### src/rtl/wb_write_arbiter.sv
// wb_write_arbiter: owns the single register-file write port and merges two sources into it.
//   - In-order pipeline writeback (pipe_*). It is never held off and always has priority.
//   - Late mult/div results (long_*). They arrive on a valid/ready handshake and wait in a
//     DEPTH-entry FIFO until the port is free.
// An effective pipeline write kills any older buffered entry with the same destination (WAW).
// A buffer head that waits too long raises stall_req for one cycle, so the head can drain.
// q_hit1/q_hit2 report pending live destinations to the ID-stage interlock.
//
// Ports:
//   clk, rst                         clock, synchronous active-high reset
//   pipe_we/pipe_waddr/pipe_wdata    pipeline write request
//   long_valid/long_waddr/long_wdata late result offer; long_ready = buffer not full
//   rf_we/rf_waddr/rf_wdata          registered register-file write port
//   stall_req                        registered one-cycle upstream freeze request
//   q_addr1/q_addr2 -> q_hit1/q_hit2 combinational pending-destination lookup
//
// Optional feature macro: WB_BYPASS_EN. When it is defined, a late result offered while the
// buffer is empty and the port is idle goes straight to rf_* at the next edge.
module wb_write_arbiter #(
  parameter int unsigned DATA_W       = 32,
  parameter int unsigned ADDR_W       = 5,
  parameter int unsigned DEPTH        = 2,
  parameter int unsigned STARVE_LIMIT = 4
) (
  input  logic              clk,
  input  logic              rst,
  input  logic              pipe_we,
  input  logic [ADDR_W-1:0] pipe_waddr,
  input  logic [DATA_W-1:0] pipe_wdata,
  input  logic              long_valid,
  input  logic [ADDR_W-1:0] long_waddr,
  input  logic [DATA_W-1:0] long_wdata,
  output logic              long_ready,
  output logic              rf_we,
  output logic [ADDR_W-1:0] rf_waddr,
  output logic [DATA_W-1:0] rf_wdata,
  output logic              stall_req,
  input  logic [ADDR_W-1:0] q_addr1,
  input  logic [ADDR_W-1:0] q_addr2,
  output logic              q_hit1,
  output logic              q_hit2
);

  localparam int unsigned PtrW    = $clog2(DEPTH);
  localparam int unsigned CntW    = $clog2(DEPTH + 1);
  localparam int unsigned StarveW = $clog2(STARVE_LIMIT + 1);

  logic [ADDR_W-1:0]  addr_q [DEPTH];
  logic [ADDR_W-1:0]  addr_d [DEPTH];
  logic [DATA_W-1:0]  data_q [DEPTH];
  logic [DATA_W-1:0]  data_d [DEPTH];
  logic [DEPTH-1:0]   live_q, live_d;
  logic [PtrW-1:0]    rd_ptr_q, rd_ptr_d, wr_ptr_q, wr_ptr_d;
  logic [CntW-1:0]    count_q, count_d;
  logic [StarveW-1:0] starve_q, starve_d;
  logic               rf_we_q, rf_we_d, stall_q, stall_d;
  logic [ADDR_W-1:0]  rf_waddr_q, rf_waddr_d;
  logic [DATA_W-1:0]  rf_wdata_q, rf_wdata_d;

  logic pipe_eff, empty, full, bypass, push, pop;

  always_comb begin
    pipe_eff   = pipe_we && (pipe_waddr != '0);
    empty      = (count_q == '0);
    full       = (count_q == CntW'(DEPTH));
    long_ready = !rst && !full;
`ifdef WB_BYPASS_EN
    bypass     = long_valid && long_ready && empty && !pipe_eff && (long_waddr != '0);
`else
    bypass     = 1'b0;
`endif
    // Zero-destination late results complete the handshake but are never stored.
    push       = long_valid && long_ready && (long_waddr != '0) && !bypass;
    pop        = !pipe_eff && !empty;
  end

  always_comb begin
    addr_d     = addr_q;
    data_d     = data_q;
    live_d     = live_q;
    rd_ptr_d   = rd_ptr_q;
    wr_ptr_d   = wr_ptr_q;
    count_d    = count_q;
    starve_d   = starve_q;
    stall_d    = 1'b0;
    rf_we_d    = 1'b0;
    rf_waddr_d = '0;
    rf_wdata_d = '0;

    // WAW kill against entries already buffered; a same-cycle push is younger and is set below.
    for (int unsigned i = 0; i < DEPTH; i++) begin
      if (pipe_eff && live_q[i] && (addr_q[i] == pipe_waddr)) live_d[i] = 1'b0;
    end

    // Live bits are cleared on pop, so any set bit is inside the occupied region.
    if (pop) begin
      live_d[rd_ptr_q] = 1'b0;
      rd_ptr_d         = rd_ptr_q + PtrW'(1);
    end

    // Never aliases the popped slot: that would need a full buffer, where long_ready is low.
    if (push) begin
      addr_d[wr_ptr_q] = long_waddr;
      data_d[wr_ptr_q] = long_wdata;
      live_d[wr_ptr_q] = 1'b1;
      wr_ptr_d         = wr_ptr_q + PtrW'(1);
    end

    unique case ({push, pop})
      2'b10:   count_d = count_q + CntW'(1);
      2'b01:   count_d = count_q - CntW'(1);
      default: count_d = count_q;
    endcase

    // Saturate so a stall_req ignored by upstream is not re-raised by counter wrap.
    if (pop || empty) begin
      starve_d = '0;
    end else if (starve_q != StarveW'(STARVE_LIMIT)) begin
      starve_d = starve_q + StarveW'(1);
    end
    stall_d = !empty && !pop && (starve_q == StarveW'(STARVE_LIMIT - 1));

    if (pipe_eff) begin
      rf_we_d    = 1'b1;
      rf_waddr_d = pipe_waddr;
      rf_wdata_d = pipe_wdata;
    end else if (pop) begin
      // A killed head still pops, just without a write.
      rf_we_d    = live_q[rd_ptr_q];
      rf_waddr_d = addr_q[rd_ptr_q];
      rf_wdata_d = data_q[rd_ptr_q];
    end else if (bypass) begin
      rf_we_d    = 1'b1;
      rf_waddr_d = long_waddr;
      rf_wdata_d = long_wdata;
    end
  end

  always_comb begin
    q_hit1 = 1'b0;
    q_hit2 = 1'b0;
    for (int unsigned i = 0; i < DEPTH; i++) begin
      if (live_q[i] && (addr_q[i] == q_addr1)) q_hit1 = 1'b1;
      if (live_q[i] && (addr_q[i] == q_addr2)) q_hit2 = 1'b1;
    end
    if (rst || (q_addr1 == '0)) q_hit1 = 1'b0;
    if (rst || (q_addr2 == '0)) q_hit2 = 1'b0;
  end

  always_ff @(posedge clk) begin
    if (rst) begin
      for (int unsigned i = 0; i < DEPTH; i++) begin
        addr_q[i] <= '0;
        data_q[i] <= '0;
      end
      live_q     <= '0;
      rd_ptr_q   <= '0;
      wr_ptr_q   <= '0;
      count_q    <= '0;
      starve_q   <= '0;
      stall_q    <= 1'b0;
      rf_we_q    <= 1'b0;
      rf_waddr_q <= '0;
      rf_wdata_q <= '0;
    end else begin
      addr_q     <= addr_d;
      data_q     <= data_d;
      live_q     <= live_d;
      rd_ptr_q   <= rd_ptr_d;
      wr_ptr_q   <= wr_ptr_d;
      count_q    <= count_d;
      starve_q   <= starve_d;
      stall_q    <= stall_d;
      rf_we_q    <= rf_we_d;
      rf_waddr_q <= rf_waddr_d;
      rf_wdata_q <= rf_wdata_d;
    end
  end

  assign rf_we     = rf_we_q;
  assign rf_waddr  = rf_waddr_q;
  assign rf_wdata  = rf_wdata_q;
  assign stall_req = stall_q;

endmodule

### config.mk
export PLATFORM = sky130hd
export DESIGN_NAME = wb_write_arbiter
export DESIGN_NICKNAME = d
export VERILOG_FILES = /design/src/rtl/wb_write_arbiter.sv
export SDC_FILE = /design/constraint.sdc
export NUM_CORES = 1
export LEC_CHECK = 0
export CORE_MARGIN = 5
export CORE_UTILIZATION = 54
export DETAILED_ROUTE_END_ITERATION = 12
export HOLD_SLACK_MARGIN = 0.08
export PLACE_DENSITY = 0.89
export SETUP_SLACK_MARGIN = 0.15
export SYNTH_ARGS = -nofsm -noshare
export SYNTH_HDL_FRONTEND = slang
export SYNTH_SLANG_ARGS = --single-unit
### constraint.sdc
create_clock -name clk -period 2.85 [get_ports clk]
set_clock_uncertainty 0.1 [all_clocks]
set_input_delay 0.285 -clock clk [delete_from_list [all_inputs] [get_ports clk]]
set_output_delay 0.285 -clock clk [all_outputs]
set_load 0.05 [all_outputs]
==> run summary <==
Overflow after GRT: 0
Hold Path Class: input port to flip-flop
Post-synth EDFFs: 0
ANT cells: 0
Post-synth cell types: 41
Placed cell areas: 6823 sq um
DR vias/cell: 5.897
DRC viols: 0
Max-slew headroom: 0.3600
Post-Syn Area: 5509 sq um
Root Buffer: clkbuf_8
Share of cells above drive strength 1: 0.1360
Highest Clock Rate: 0.4000 GHz
Tmin final: 2.500 ns
Syn_nets: 676
RD Place Congestion: 0.7948
Fin util: 0.7576
I/O Pins: 130
Worst-path maximum fanout: 6
Sink Count: 122
WL final: 15,880 microns
Wire length per cell: 18.92 microns
Setup violators final: 0
# port buffers: 129
Via count: 4,948
Synthesis-to-layout area growth: 35.66%
Tcrit/Tclk final: 0.8772
Commonest non-fill, non-tap cell in the layout: clkdlybuf4s50_1
Bufs on Longest Clock Path: 2
Postcts setup bufs: 0
Design area: 7473 sq um
Tot Pwr: 5.468 mW
Ys async rst share: 0
Crit Path Category: flip-flop to output port
Total GRT Usage: 0.2597
Seq cells post-synth: 122
Clock latency on the worst-skew pair: 0.52 ns
CP Capture Type: output port
Die area: 12,320 sq um
Tightest Pin Transition: 0.9600 ns
CP Data Required Time: 2.47 ns
Leak: 2.696 nW
RSZ-0062 raised after global routing: false
Max IR drop VDD: 0.4170 mV
Power Density: 731.7 nW/um^2
Initial Utilization: 0.5585
Final Hold Viols: 0
Largest net degree at the start of global routing: 73
DP HPWL: 10,030 microns
Most frequent cells in the layout: clkdlybuf4s50_1 (126), dfxtp_1 (120), nand2_1 (49), a21oi_1 (49), o31ai_1 (37)
CP startpoint kind: flip-flop
Die H: 111.0 microns
Prevailing post-synth register cell: dfxtp_1
First-pass GRT wire length: 26,100 microns
First DRT Iteration DRCs: 364
H-tree levels: 4
Cts bufs inserted: 17
Critical path arrival: 2.11 ns
Seq/Total Area, Yosys: 0.4433
Fin nets: 785
Core area: 9864 sq um
Fin cells: 839
CTS tree: built
Max_cap viols: 0
Max-slew violations: 0
Antenna viol nets, final: 0
Final hold slack: 0.2152 ns
Placed insts: 806
Synth warnings: 0
Setup TNS: 0 ns
Clk slew on worst S/H paths: 0.06 ns
Rows: 36
Die Wd: 111.0 microns
Outcome: finished, final reports clean
Syn_area_per_cell: 9.433 sq um
Pre-CTS setup slack: 0.4867 ns
TritonRoute pass-1 iters: 5
Number of global-route vias before repair: 5,380
Cells after Synth: 584
Initial antenna violation count: 0
Final worst slack: 0.3501 ns
## layout make-up
type | instances | area, sq um
well taps | 133 | 166.4
fillers | 637 | 2391
clock buffers | 20 | 455.4
flip-flops and latches | 122 | 2445
inverters | 7 | 26.28
clock inverters | 12 | 185.2
multi-input cells | 402 | 2794
repair buffers | 143 | 1401
## cell usage after synthesis, drive strengths merged (2+ instances only)
master | count | area [sq um]
clkbuf | 29 | 113.9
a21boi | 2 | 22.52
inv | 6 | 22.52
xnor2 | 11 | 96.34
o31ai | 37 | 277.8
xor2 | 22 | 192.7
ha | 4 | 50.05
mux2i | 34 | 340.3
nor2 | 7 | 26.28
dfxtp | 122 | 2442
mux2 | 36 | 416.7
or4 | 2 | 15.01
and3 | 2 | 12.51
nand4 | 33 | 206.5
nor2b | 33 | 206.5
o21ai | 43 | 215.2
or3 | 2 | 12.51
nand2 | 49 | 183.9
nor3 | 4 | 47.54
buf | 24 | 148.9
a21oi | 49 | 245.2
nor4 | 5 | 31.28
nand3 | 20 | 105.1
## metal layers
metal  vias up  global-route usage  wire length, microns
met5         -                   0                     0
met4         0              0.1240                   417
met3        40             0.08024                  1193
met2       242              0.4434                  8000
met1      2360              0.2946                  6265
li1       2306                   -                     -
## cells by family after synthesis
group                      synth area share
AOI/OAI and AO/OA                    0.1499
buffers and inverters               0.05246
xor gates and xnor gates            0.05246
DFF                                  0.4433
adders and majority gates          0.009085
and+or+nand+nor                      0.1553
muxes                                0.1374
## power by group
part	switching (mW)	internal, mW	total [mW]
clock network	0.792	1.50	2.29
logic	0.626	0.508	1.13
registers	0.180	1.86	2.04
total	1.60	3.87	5.47
## path summary, 6_finish.rpt
check	startpoint	to	slack, ns	depth (start not counted)
setup reg to reg	wr_ptr_q	addr_q[1]	0.63	4
hold reg to reg	data_q[9]	data_q[9]	0.37	2
setup / recovery	count_q[0]	long_ready	0.35	3
hold / removal	pipe_wdata[28]	rf_wdata[28]	0.22	3
## flip-flops by register name (all words and copies together) (netlist names)
register   flops
count_q        2
rf_waddr       5
rf_we          1
live_q         2
data_q        64
wr_ptr_q       1
addr_q        10
rf_wdata      32
starve_q       3
stall_req      1
rd_ptr_q       1
## worst max-delay path, stage by stage (launching register included)
cell	delay, ns
dfxtp_1	0.50
inv_1	0.10
a21oi_1	0.17
clkdlybuf4s50_1	0.82
## what timing repair did
item	4_1_cts	5_1_grt
gates resized for setup	0	0
hold buffers	1	0
hold endpoints to repair	4	0
Note: power is estimated with default switching activity, not from simulation.
